**config.mk**
```make
export PLATFORM = sky130hd
export DESIGN_NAME = mem_arbiter
export DESIGN_NICKNAME = d
export VERILOG_FILES = /design/src/rtl/core_mem_pkg.sv /design/src/rtl/rr_pick2.sv /design/src/rtl/mem_arbiter.sv
export SDC_FILE = /design/constraint.sdc
export NUM_CORES = 1
export LEC_CHECK = 0
export BUFFER_PORTS_ARGS = -buffer_cell sky130_fd_sc_hd__buf_2
export CAP_MARGIN = 15
export CORE_ASPECT_RATIO = 0.6
export CORE_MARGIN = 5
export CORE_UTILIZATION = 52
export DETAILED_ROUTE_END_ITERATION = 16
export PLACE_DENSITY = 0.92
export SLEW_MARGIN = 25
export SYNTH_ARGS = -nofsm -noshare
export SYNTH_HDL_FRONTEND = slang
export SYNTH_HIERARCHICAL = 1
export SYNTH_SLANG_ARGS = --single-unit
```
**constraint.sdc**
```tcl
create_clock -name clk -period 2.5 [get_ports clk]
set_input_delay 0.25 -clock clk [delete_from_list [all_inputs] [get_ports clk]]
set_output_delay 0.25 -clock clk [all_outputs]
set_load 0.1 [all_outputs]
```
**src/rtl/core_mem_pkg.sv**
```systemverilog
// core_mem_pkg -- shared types and constants for the memory arbiter slice.
//   state_e      : arbiter FSM states (idle, memory access in flight, response)
//   gnt_e        : which requester owns the current access (fetch or data)
//   ADDR_W_DEF / DATA_W_DEF : default bus widths
//   TIMEOUT_FILL : read-data pattern returned when memory never answers;
//                  sliced to the data width at the point of use (up to 64 bits)
package core_mem_pkg;

    typedef enum logic [1:0] {
        ST_IDLE = 2'd0,
        ST_BUSY = 2'd1,
        ST_RESP = 2'd2
    } state_e;

    typedef enum logic {
        GNT_I = 1'b0,
        GNT_D = 1'b1
    } gnt_e;

    localparam int ADDR_W_DEF = 16;
    localparam int DATA_W_DEF = 16;

    localparam logic [63:0] TIMEOUT_FILL = {64{1'b1}};

endpackage

```
**src/rtl/rr_pick2.sv**
```systemverilog
// rr_pick2 -- combinational two-way round-robin chooser.
//   req_i      : fetch request pending
//   req_d      : data request pending
//   last_grant : owner of the most recent grant
//   grant      : chosen owner (meaningful only when a request is pending)
module rr_pick2
    import core_mem_pkg::*;
(
    input  logic req_i,
    input  logic req_d,
    input  gnt_e last_grant,
    output gnt_e grant
);

    // On contention the side not served last wins; otherwise the sole requester.
    always_comb begin
        grant = last_grant;
        if (req_i && req_d) begin
            grant = (last_grant == GNT_D) ? GNT_I : GNT_D;
        end else if (req_i) begin
            grant = GNT_I;
        end else if (req_d) begin
            grant = GNT_D;
        end else begin
            grant = last_grant;
        end
    end

endmodule

```
**src/rtl/mem_arbiter.sv**
```systemverilog
// mem_arbiter -- shares one memory port between an instruction-fetch reader
// and a data read/write port.
//   clk, rst_n        : clock, asynchronous active-low reset
//   i_req/i_addr      : fetch request; i_ack pulses with i_rdata
//   d_req/d_we/d_addr/d_wdata : data request; d_ack pulses with d_rdata
//   mem_req/mem_we/mem_addr/mem_wdata : shared memory request, held through BUSY
//   mem_ready/mem_rdata : memory completion strobe and read data
//   err               : sticky flag, set when memory fails to answer in TIMEOUT cycles
// One access is in flight at a time: IDLE -> BUSY -> RESP -> IDLE, so at most one
// access per three cycles. All outputs come straight from flops.
module mem_arbiter
    import core_mem_pkg::*;
#(
    parameter int ADDR_W  = ADDR_W_DEF,
    parameter int DATA_W  = DATA_W_DEF,
    parameter int TIMEOUT = 255
) (
    input  logic              clk,
    input  logic              rst_n,
    input  logic              i_req,
    input  logic [ADDR_W-1:0] i_addr,
    output logic              i_ack,
    output logic [DATA_W-1:0] i_rdata,
    input  logic              d_req,
    input  logic              d_we,
    input  logic [ADDR_W-1:0] d_addr,
    input  logic [DATA_W-1:0] d_wdata,
    output logic              d_ack,
    output logic [DATA_W-1:0] d_rdata,
    output logic              mem_req,
    output logic              mem_we,
    output logic [ADDR_W-1:0] mem_addr,
    output logic [DATA_W-1:0] mem_wdata,
    input  logic              mem_ready,
    input  logic [DATA_W-1:0] mem_rdata,
    output logic              err
);

    // Counter spans 0 .. TIMEOUT-1; its last value marks the final BUSY cycle.
    localparam int CNT_W = (TIMEOUT > 1) ? $clog2(TIMEOUT) : 1;
    localparam logic [CNT_W-1:0] CNT_LAST = CNT_W'(TIMEOUT - 1);
    localparam logic [DATA_W-1:0] FILL = TIMEOUT_FILL[DATA_W-1:0];

    state_e            state_q, state_d;
    gnt_e              gnt_q, gnt_d;
    gnt_e              last_grant_q, last_grant_d;
    gnt_e              pick_s;
    logic [CNT_W-1:0]  cnt_q, cnt_d;
    logic              mem_req_q, mem_req_d;
    logic              mem_we_q, mem_we_d;
    logic [ADDR_W-1:0] mem_addr_q, mem_addr_d;
    logic [DATA_W-1:0] mem_wdata_q, mem_wdata_d;
    logic              i_ack_q, i_ack_d;
    logic              d_ack_q, d_ack_d;
    logic [DATA_W-1:0] i_rdata_q, i_rdata_d;
    logic [DATA_W-1:0] d_rdata_q, d_rdata_d;
    logic              err_q, err_d;
    logic [DATA_W-1:0] resp_data_s;

    rr_pick2 u_pick (
        .req_i      (i_req),
        .req_d      (d_req),
        .last_grant (last_grant_q),
        .grant      (pick_s)
    );

    // Next-state and next-output logic for the access FSM.
    always_comb begin
        state_d      = state_q;
        gnt_d        = gnt_q;
        last_grant_d = last_grant_q;
        cnt_d        = cnt_q;
        mem_req_d    = mem_req_q;
        mem_we_d     = mem_we_q;
        mem_addr_d   = mem_addr_q;
        mem_wdata_d  = mem_wdata_q;
        i_ack_d      = 1'b0;
        d_ack_d      = 1'b0;
        i_rdata_d    = i_rdata_q;
        d_rdata_d    = d_rdata_q;
        err_d        = err_q;
        resp_data_s  = {DATA_W{1'b0}};

        case (state_q)
            ST_IDLE: begin
                if (i_req || d_req) begin
                    state_d      = ST_BUSY;
                    gnt_d        = pick_s;
                    last_grant_d = pick_s;
                    cnt_d        = {CNT_W{1'b0}};
                    mem_req_d    = 1'b1;
                    if (pick_s == GNT_D) begin
                        mem_we_d    = d_we;
                        mem_addr_d  = d_addr;
                        mem_wdata_d = d_wdata;
                    end else begin
                        mem_we_d    = 1'b0;
                        mem_addr_d  = i_addr;
                        mem_wdata_d = {DATA_W{1'b0}};
                    end
                end else begin
                    state_d = ST_IDLE;
                end
            end
            ST_BUSY: begin
                // A ready strobe in the final counted cycle still completes normally.
                if (mem_ready || (cnt_q == CNT_LAST)) begin
                    state_d     = ST_RESP;
                    mem_req_d   = 1'b0;
                    mem_we_d    = 1'b0;
                    mem_addr_d  = {ADDR_W{1'b0}};
                    mem_wdata_d = {DATA_W{1'b0}};
                    if (mem_ready) begin
                        resp_data_s = mem_we_q ? {DATA_W{1'b0}} : mem_rdata;
                    end else begin
                        resp_data_s = FILL;
                        err_d       = 1'b1;
                    end
                    if (gnt_q == GNT_D) begin
                        d_ack_d   = 1'b1;
                        d_rdata_d = resp_data_s;
                    end else begin
                        i_ack_d   = 1'b1;
                        i_rdata_d = resp_data_s;
                    end
                end else begin
                    cnt_d = cnt_q + CNT_W'(1'b1);
                end
            end
            ST_RESP: begin
                state_d = ST_IDLE;
            end
            default: begin
                state_d   = ST_IDLE;
                mem_req_d = 1'b0;
            end
        endcase
    end

    // State and output registers; reset abandons any access in flight.
    always_ff @(posedge clk or negedge rst_n) begin
        if (!rst_n) begin
            state_q      <= ST_IDLE;
            gnt_q        <= GNT_I;
            last_grant_q <= GNT_D;
            cnt_q        <= {CNT_W{1'b0}};
            mem_req_q    <= 1'b0;
            mem_we_q     <= 1'b0;
            mem_addr_q   <= {ADDR_W{1'b0}};
            mem_wdata_q  <= {DATA_W{1'b0}};
            i_ack_q      <= 1'b0;
            d_ack_q      <= 1'b0;
            i_rdata_q    <= {DATA_W{1'b0}};
            d_rdata_q    <= {DATA_W{1'b0}};
            err_q        <= 1'b0;
        end else begin
            state_q      <= state_d;
            gnt_q        <= gnt_d;
            last_grant_q <= last_grant_d;
            cnt_q        <= cnt_d;
            mem_req_q    <= mem_req_d;
            mem_we_q     <= mem_we_d;
            mem_addr_q   <= mem_addr_d;
            mem_wdata_q  <= mem_wdata_d;
            i_ack_q      <= i_ack_d;
            d_ack_q      <= d_ack_d;
            i_rdata_q    <= i_rdata_d;
            d_rdata_q    <= d_rdata_d;
            err_q        <= err_d;
        end
    end

    assign mem_req   = mem_req_q;
    assign mem_we    = mem_we_q;
    assign mem_addr  = mem_addr_q;
    assign mem_wdata = mem_wdata_q;
    assign i_ack     = i_ack_q;
    assign d_ack     = d_ack_q;
    assign i_rdata   = i_rdata_q;
    assign d_rdata   = d_rdata_q;
    assign err       = err_q;

endmodule

```
# After elaboration in Yosys (flattened, before gate mapping)

Index checks and enable logic that the tools add are counted.
Widths: inputs -> output; s select.

Multiplexer cells: 31
Reductions and logical operators: 12
Add/sub/neg operators: 1
Bitwise operators: 3
Equal/unequal tests: 6

Operators by type and width:

| kind                | number |
|---|---|
| $mux 16             | 7 |
| $pmux 16 s2         | 2 |
| $reduce_and 3->1    | 6 |
| $mux 8              | 2 |
| $pmux 8 s2          | 1 |
| $mux 1              | 15 |
| $add 8x1->8 const B | 1 |
| $eq 8x8->1 const B  | 1 |
| $ne 2x2->1 const B  | 3 |
| $pmux 2 s2          | 1 |
| $not 1->1           | 3 |
| $pmux 1 s3          | 1 |
| $eq 2x1->1 const B  | 1 |
| $eq 2x2->1 const B  | 1 |
| $logic_not 2->1     | 1 |
| $logic_or 1x1->1    | 2 |
| $mux 2              | 1 |
| $pmux 1 s2          | 1 |
| $reduce_and 2->1    | 1 |
| $reduce_bool 2->1   | 1 |
| $logic_and 1x1->1   | 1 |

Word-level logic and storage cells: 66
Register bits: 81
Bits of input ports: 70
Output and inout bits: 69

# Longest topological paths before layout

Gate-level depths: netlist of run 1.

Word-level depth: 6
Mapped depth: 8
Mapped depth without buffers: 7

# Hierarchy

The synthesis of run 1 kept the hierarchy.

By module, submodules not included:

| module      | sequential area each (µm²) | cells an instance | area each (µm²) | instances |
|---|---|---|---|---|
| mem_arbiter | 2028.2                     | 273               | 3527.1          | 1 |
| rr_pick2    | 0.0                        | 2                 | 13.8            | 1 |

# Worst setup path before layout of run 1

Ideal clock, no wire load.

Kind: reg2reg
Start point: register mem_we_q (netlist: mem_we)
End point: register i_rdata_q[8] (netlist: i_rdata[8])
Library setup time: 129 ps
Arrival: 1457 ps
Cell stages (with the launch flop): 4
Buffers on the path: 1
Setup slack: 915 ps
Required time: 2371 ps
Period minus slack after synthesis: 1585 ps
Path through: dfrtp_1 clkbuf_1 nand2b_1 a2bb2oi_2

Cells in the longest elaborated chain, start to end: 2

RTL lines:

| element                | RTL line           | source |
|---|---|---|
| from (decl)            | mem_arbiter.sv:50  | `logic mem_we_q, mem_we_d;` |
| from (signal assigned) | mem_arbiter.sv:162 | `mem_we_q <= mem_we_d;` |
| $mux 16                | mem_arbiter.sv:114 | `resp_data_s = mem_we_q ? {DATA_W{1'b0}} : mem_rdata;` |
| $mux 16                | mem_arbiter.sv:113 | `if (mem_ready) begin` |
| to (signal assigned)   | mem_arbiter.sv:153 | `i_rdata_q <= {DATA_W{1'b0}};` |
| to (signal assigned)   | mem_arbiter.sv:167 | `i_rdata_q <= i_rdata_d;` |
| to (decl)              | mem_arbiter.sv:55  | `logic [DATA_W-1:0] i_rdata_q, i_rdata_d;` |

No other way between the ends.
A chain may end at the register's enable or synchronous reset.

# Final worst setup path of run 1

Start point: register cnt_q[0]
End point: register d_rdata_q[0] (netlist: d_rdata[0])

Cells in the longest elaborated chain, start to end: 3

RTL lines:

| element                    | RTL line           | source |
|---|---|---|
| from (decl)                | mem_arbiter.sv:48  | `logic [CNT_W-1:0] cnt_q, cnt_d;` |
| from (signal assigned)     | mem_arbiter.sv:146 | `cnt_q <= {CNT_W{1'b0}};` |
| from (signal assigned)     | mem_arbiter.sv:160 | `cnt_q <= cnt_d;` |
| $eq 8x8->1                 | mem_arbiter.sv:107 | `if (mem_ready \|\| (cnt_q == CNT_LAST)) begin` |
| $logic_or 1x1->1           | mem_arbiter.sv:107 |  |
| $reduce_and 3->1 (no line) | --                 |  |
| to (signal assigned)       | mem_arbiter.sv:154 | `d_rdata_q <= {DATA_W{1'b0}};` |
| to (signal assigned)       | mem_arbiter.sv:168 | `d_rdata_q <= d_rdata_d;` |
| to (decl)                  | mem_arbiter.sv:56  | `logic [DATA_W-1:0] d_rdata_q, d_rdata_d;` |

No other way between the ends.

==> results.json, run 1 <==
{
  "syn_area_um2": 3540,
  "grt_use_total_pct": 22.3,
  "synthAdderAreaFrac_pct": 0.707,
  "clkTransAtPathRegs_ns": 0.06,
  "slew_headroom_pct": 39.1,
  "clk_latency_ns": 0.33,
  "drc": 0,
  "start_util_pct": 53.3,
  "timing_hold_violations_final": 0,
  "drive_above_1_share_pct": 44.9,
  "critical_path_class": "flop to flop",
  "grt_max_degree": 82,
  "cts-root-buf": "clkbuf_16",
  "die-width_um": 117,
  "grt_first_pass_wirelength_mm": 14.5,
  "rsz0062_at_grt": "no",
  "fillCellCount": 474,
  "num_rows": 23,
  "synthXorXnorAreaFrac_pct": 0,
  "min_from": "d_wdata[6]",
  "synth_compound_area_share_pct": 22.2,
  "async_flop_share_pct": 100,
  "area_growth_pct": 28.7,
  "synth_area_leaders": "dfrtp_1 57%, a2bb2oi_2 7.6%, mux2i_1 5.9%",
  "die_area_um2": 8610,
  "ys_ff_latch": 81,
  "viasPerCell": 5.60,
  "worst_pin_slew_ns": 0.910,
  "clkSinkCount": 81,
  "cp-end-kind": "flop",
  "multi_input_area_um2": 1400,
  "final_cell_mix": "137 x buf_2, 80 x dfrtp_1, 23 x nand2_1, 20 x mux2i_1, 18 x a2bb2oi_2",
  "io_pins": 139,
  "seq_area_frac_synth_pct": 57.3,
  "min_period_ns": 2.01,
  "place.port_buffers": 138,
  "core_um2": 6650,
  "cts_buffer_depth": 2,
  "finalMaxSlewViolations": 0,
  "layout_commonest_cell": "buf_2",
  "muxShareOfSynthArea_pct": 5.94,
  "place.gp.congestion": 0.850,
  "drt_iter0_markers": 213,
  "clock.fmax_mhz": 496,
  "synth_top_area_share_pct": 56.5,
  "via_count": 2832,
  "h-tree-depth": 3,
  "worstReg2RegStart": "cnt_q[0]",
  "postSynthCellCount": 275,
  "setup_viol": 0,
  "layout.nets": 486,
  "synth_edf_count": 0,
  "synth_top_family_by_area": "compound AO/OA/AOI/OAI gates",
  "routedWlPerCell_um": 18.0,
  "worst_clock_skew_ns": 0.00260,
  "grt_overflow_total": 0,
  "firstDrtPassIters": 4,
  "fin_tns_setup_ns": 0,
  "drv_cap": 0,
  "status": "finished, final reports clean",
  "drt_wl_total_mm": 9.10,
  "regArea_um2": 2030,
  "antenna_left": 0,
  "syn_nets": 347,
  "min_path_type": "primary input to flop",
  "grt_pass1_vias": 2856,
  "antenna_found_initial": 0,
  "cp-start-kind": "flop",
  "yosysUniqueCellTypes": 36,
  "synthSimpleGateAreaFrac_pct": 10.5,
  "yosysWarnings": 6,
  "yosys.area.top_type": "dfrtp_1",
  "timing.final.crit_share_pct": 80.6,
  "numCtsBuffers": 9,
  "required_ns": 2.75,
  "crit_arrival_ns": 2.27,
  "avgSynthCellArea_um2": 12.9,
  "die_y_um": 73.9,
  "startpoint": "cnt_q[0]",
  "synthFlopType": "dfrtp_1",
  "path_max_fanout": 17,
  "dpl.hpwl_mm": 6.38,
  "antenna_cells": 0,
  "cts_tree": "built"
}
[stage by stage]
step	hold WS [ns]	cells	worst slack [ns]	area [µm²]	util (%)
floorplan	-0.0456	275	0.915	3540	-
global placement	0.440	489	0.579	4290	64.5
detailed placement	0.441	489	0.502	4290	64.5
CTS	0.112	505	0.463	4540	68.3
global route	0.127	506	0.345	4560	68.5
finish	0.134	506	0.485	4560	68.5
[worst max-delay path, stage by stage (launching register included)]
cell and delay (ns):
dfrtp_1 0.44, inv_1 0.08, ha_1 0.15, and3_1 0.24, a21oi_4 0.10, nor3_4 0.70
a2bb2oi_1 0.21
[final timing paths]
kind                            endpoint  slack, ns  cells past startpoint
min in group asynchronous          d_ack       0.51                      2
setup / recovery              d_rdata[0]       0.49                      6
hold / removal              mem_wdata[6]       0.13                      2
max in group asynchronous  mem_wdata[11]       1.48                      2
setup reg to reg              d_rdata[0]       0.49                      6
hold reg to reg                      err       0.45                      1
[metal layers]
layer,share of wire [%],up-vias,global-route usage (%)
met5,0,-,0
met1,44,1397,30.4
met2,45,117,33.0
met4,0.99,0,5.73
li1,-,1309,-
met3,11,9,9.88
[cell usage after synthesis, types with 4 or more instances]
library cell   n
dfrtp_1       80
nand2_1       23
mux2i_1       21
a2bb2oi_2     18
a32o_1        17
nand2b_1      17
o22ai_1       16
a2bb2oi_1     14
buf_2          6
clkbuf_1       6
nor2_1         6
inv_1          5
o21ai_0        5
a21oi_1        4
[cell type report]
cell class / instances / area share, %
Multi-Input combinational cell: 172 / 30.6
Tap cell: 87 / 2.39
Clock inverter: 4 / 0.439
Sequential cell: 81 / 44.5
Inverter: 6 / 0.494
Timing Repair Buffer: 144 / 16.3
Clock buffer: 12 / 5.19
[cell families after synthesis]
logic type | count (synthesis)
DFF | 81
buffers and inverters | 22
adders and majority gates | 2
muxes | 21
AOI/OAI and AO/OA | 84
and+or+nand+nor | 65
[flip-flops by register name, summed over array words and instances, names as in the netlist, 2 cells and up]
register and flops:
mem_addr 16, mem_wdata 16, i_rdata 16, state_q 2
cnt_q 8, d_rdata 16
[repair_timing]
item	4_1_cts	5_1_grt
buffers inserted	0	0
hold endpoints to repair	0	1
hold buffers	0	1
gates resized for setup	0	0
endpoints found under the setup margin	0	0
Power of run 1 is not shown: default switching activity piles up to over one toggle a cycle in this logic, so the estimate is an artifact.
==> run 2: changes to the inputs <==
Settings changed: CORE_UTILIZATION 52 to 48, PLACE_DENSITY 0.92 to 0.86.
Clock period 2.5 ns to 1.9 ns, I/O delays scaled along.
==> run 2 against run 1 <==
Compared with the run above: cell count up 2.4%; non-clock buffer count up 8; largest cell class unchanged; critical path depth up 1; critical path type unchanged; highest routed layer unchanged.
==> results.json, run 2 (same netlist as run 1, synthesis figures left out) <==
{
  "min_period_ns": 1.74,
  "antenna_left": 0,
  "timing_hold_violations_final": 0,
  "firstDrtPassIters": 4,
  "place.gp.congestion": 0.868,
  "dp.cells": 497,
  "rsz0062_at_grt": "no",
  "worst_pin_slew_ns": 0.504,
  "via_count": 2805,
  "grt_overflow_total": 0,
  "slowest_stage": "o21ai_4",
  "place.port_buffers": 138,
  "routedWlPerCell_um": 17.1,
  "start_util_pct": 49.1,
  "drt_wl_total_mm": 8.85,
  "slew_headroom_pct": 66.3,
  "finalMaxSlewViolations": 0,
  "path_buf_inv": 2,
  "die-width_um": 121,
  "cp-end-kind": "flop",
  "cts-root-buf": "clkbuf_16",
  "drive_above_1_share_pct": 46.6,
  "grt_max_degree": 45,
  "crit_arrival_ns": 1.97,
  "required_ns": 2.14,
  "cts_buffer_depth": 2,
  "layout.nets": 494,
  "area_growth_pct": 32.7,
  "cts_tree": "built",
  "clock.fmax_mhz": 575,
  "cpPeakStageDelay_ns": 0.42,
  "critical_path_class": "flop to flop",
  "die_y_um": 76.5,
  "layout_commonest_cell": "buf_2",
  "drv_cap": 0,
  "worst_clock_skew_ns": 0.00585,
  "drc": 0,
  "path_cells": "inv_1, ha_1, nand3_1, nor2_2, o21ai_4, inv_2, o22ai_1",
  "setup_viol": 0,
  "cp-start-kind": "flop",
  "dpl.hpwl_mm": 6.50,
  "final_cell_mix": "137 x buf_2, 80 x dfrtp_1, 23 x nand2_1, 20 x mux2i_1, 18 x a2bb2oi_2",
  "numCtsBuffers": 9,
  "multi_input_area_um2": 1400,
  "clkTransAtPathRegs_ns": 0.06,
  "fillCellCount": 539,
  "regArea_um2": 2030,
  "num_rows": 24,
  "min_path_type": "primary input to flop",
  "drt_iter0_markers": 201,
  "clk_latency_ns": 0.33,
  "core_um2": 7210,
  "viasPerCell": 5.42,
  "clkSinkCount": 81,
  "timing.final.crit_share_pct": 91.5,
  "layout.cells.non_filler": 518,
  "die_area_um2": 9250,
  "critPathTopFamily": "compound AO/OA/AOI/OAI gates",
  "path_max_fanout": 18,
  "antenna_found_initial": 0,
  "grt_use_total_pct": 19.0,
  "grt_first_pass_wirelength_mm": 14.3,
  "io_pins": 139,
  "antenna_cells": 0,
  "whs_ns": 0.0772,
  "status": "finished, final reports clean",
  "grt_pass1_vias": 2824,
  "h-tree-depth": 3
}
## run 2: cell type report
| cell class | count | share of cell area, % |
|---|---|---|
| flip-flops and latches | 81 | 43.2 |
| multi-input cells | 172 | 29.9 |
| repair buffers | 152 | 17.6 |
| clock buffers | 9 | 4.79 |
| well taps | 91 | 2.42 |
| clock inverters | 7 | 1.65 |
| inverters | 6 | 0.479 |
## run 2: repair_timing
| action | CTS | global route |
|---|---|---|
| endpoints found under the setup margin | 29 | 0 |
| resized for setup | 1 | 0 |
| hold buffers | 1 | 0 |
| endpoints found under the hold margin | 80 | 0 |
| buffers inserted | 4 | 0 |
## run 2: through the flow
step	setup slack [ns]	instance area, µm²	TNS [ns]	util, %
after floorplan	0.315	3540	0	-
after detailed placement	-0.0661	4330	-0.507	60.1
after global routing	0.0331	4700	0	65.2
after global placement	0.0545	4330	0	60.1
after CTS	0.153	4700	0	65.2
final	0.161	4700	0	65.2
## run 2: metal layers
layer  GRT usage (%)  wire length [µm]  vias up
li1                -                 -     1329
met1            24.6              3870     1370
met2            31.6              4330      102
met3            5.71               598        4
met4            4.41                55        0
met5               0                 0        -
## run 2: final timing paths
kind	start	cells past startpoint	slack [ns]	end
max	cnt_q[0]	7	0.16	mem_addr[4]
min	d_wdata[10]	2	0.08	mem_wdata[10]
max reg2reg	cnt_q[0]	7	0.16	mem_addr[4]
min reg2reg	err	1	0.50	err
max in group asynchronous	rst_n	3	1.09	i_rdata[15]
min in group asynchronous	rst_n	3	0.37	mem_wdata[15]
## run 2: worst register-to-register path: stages (launching register included)
cell	delay, ns
dfrtp_1	0.35
inv_1	0.05
ha_1	0.21
nand3_1	0.11
nor2_2	0.07
o21ai_4	0.42
inv_2	0.26
o22ai_1	0.19
Power of run 2 is left out for the same reason.
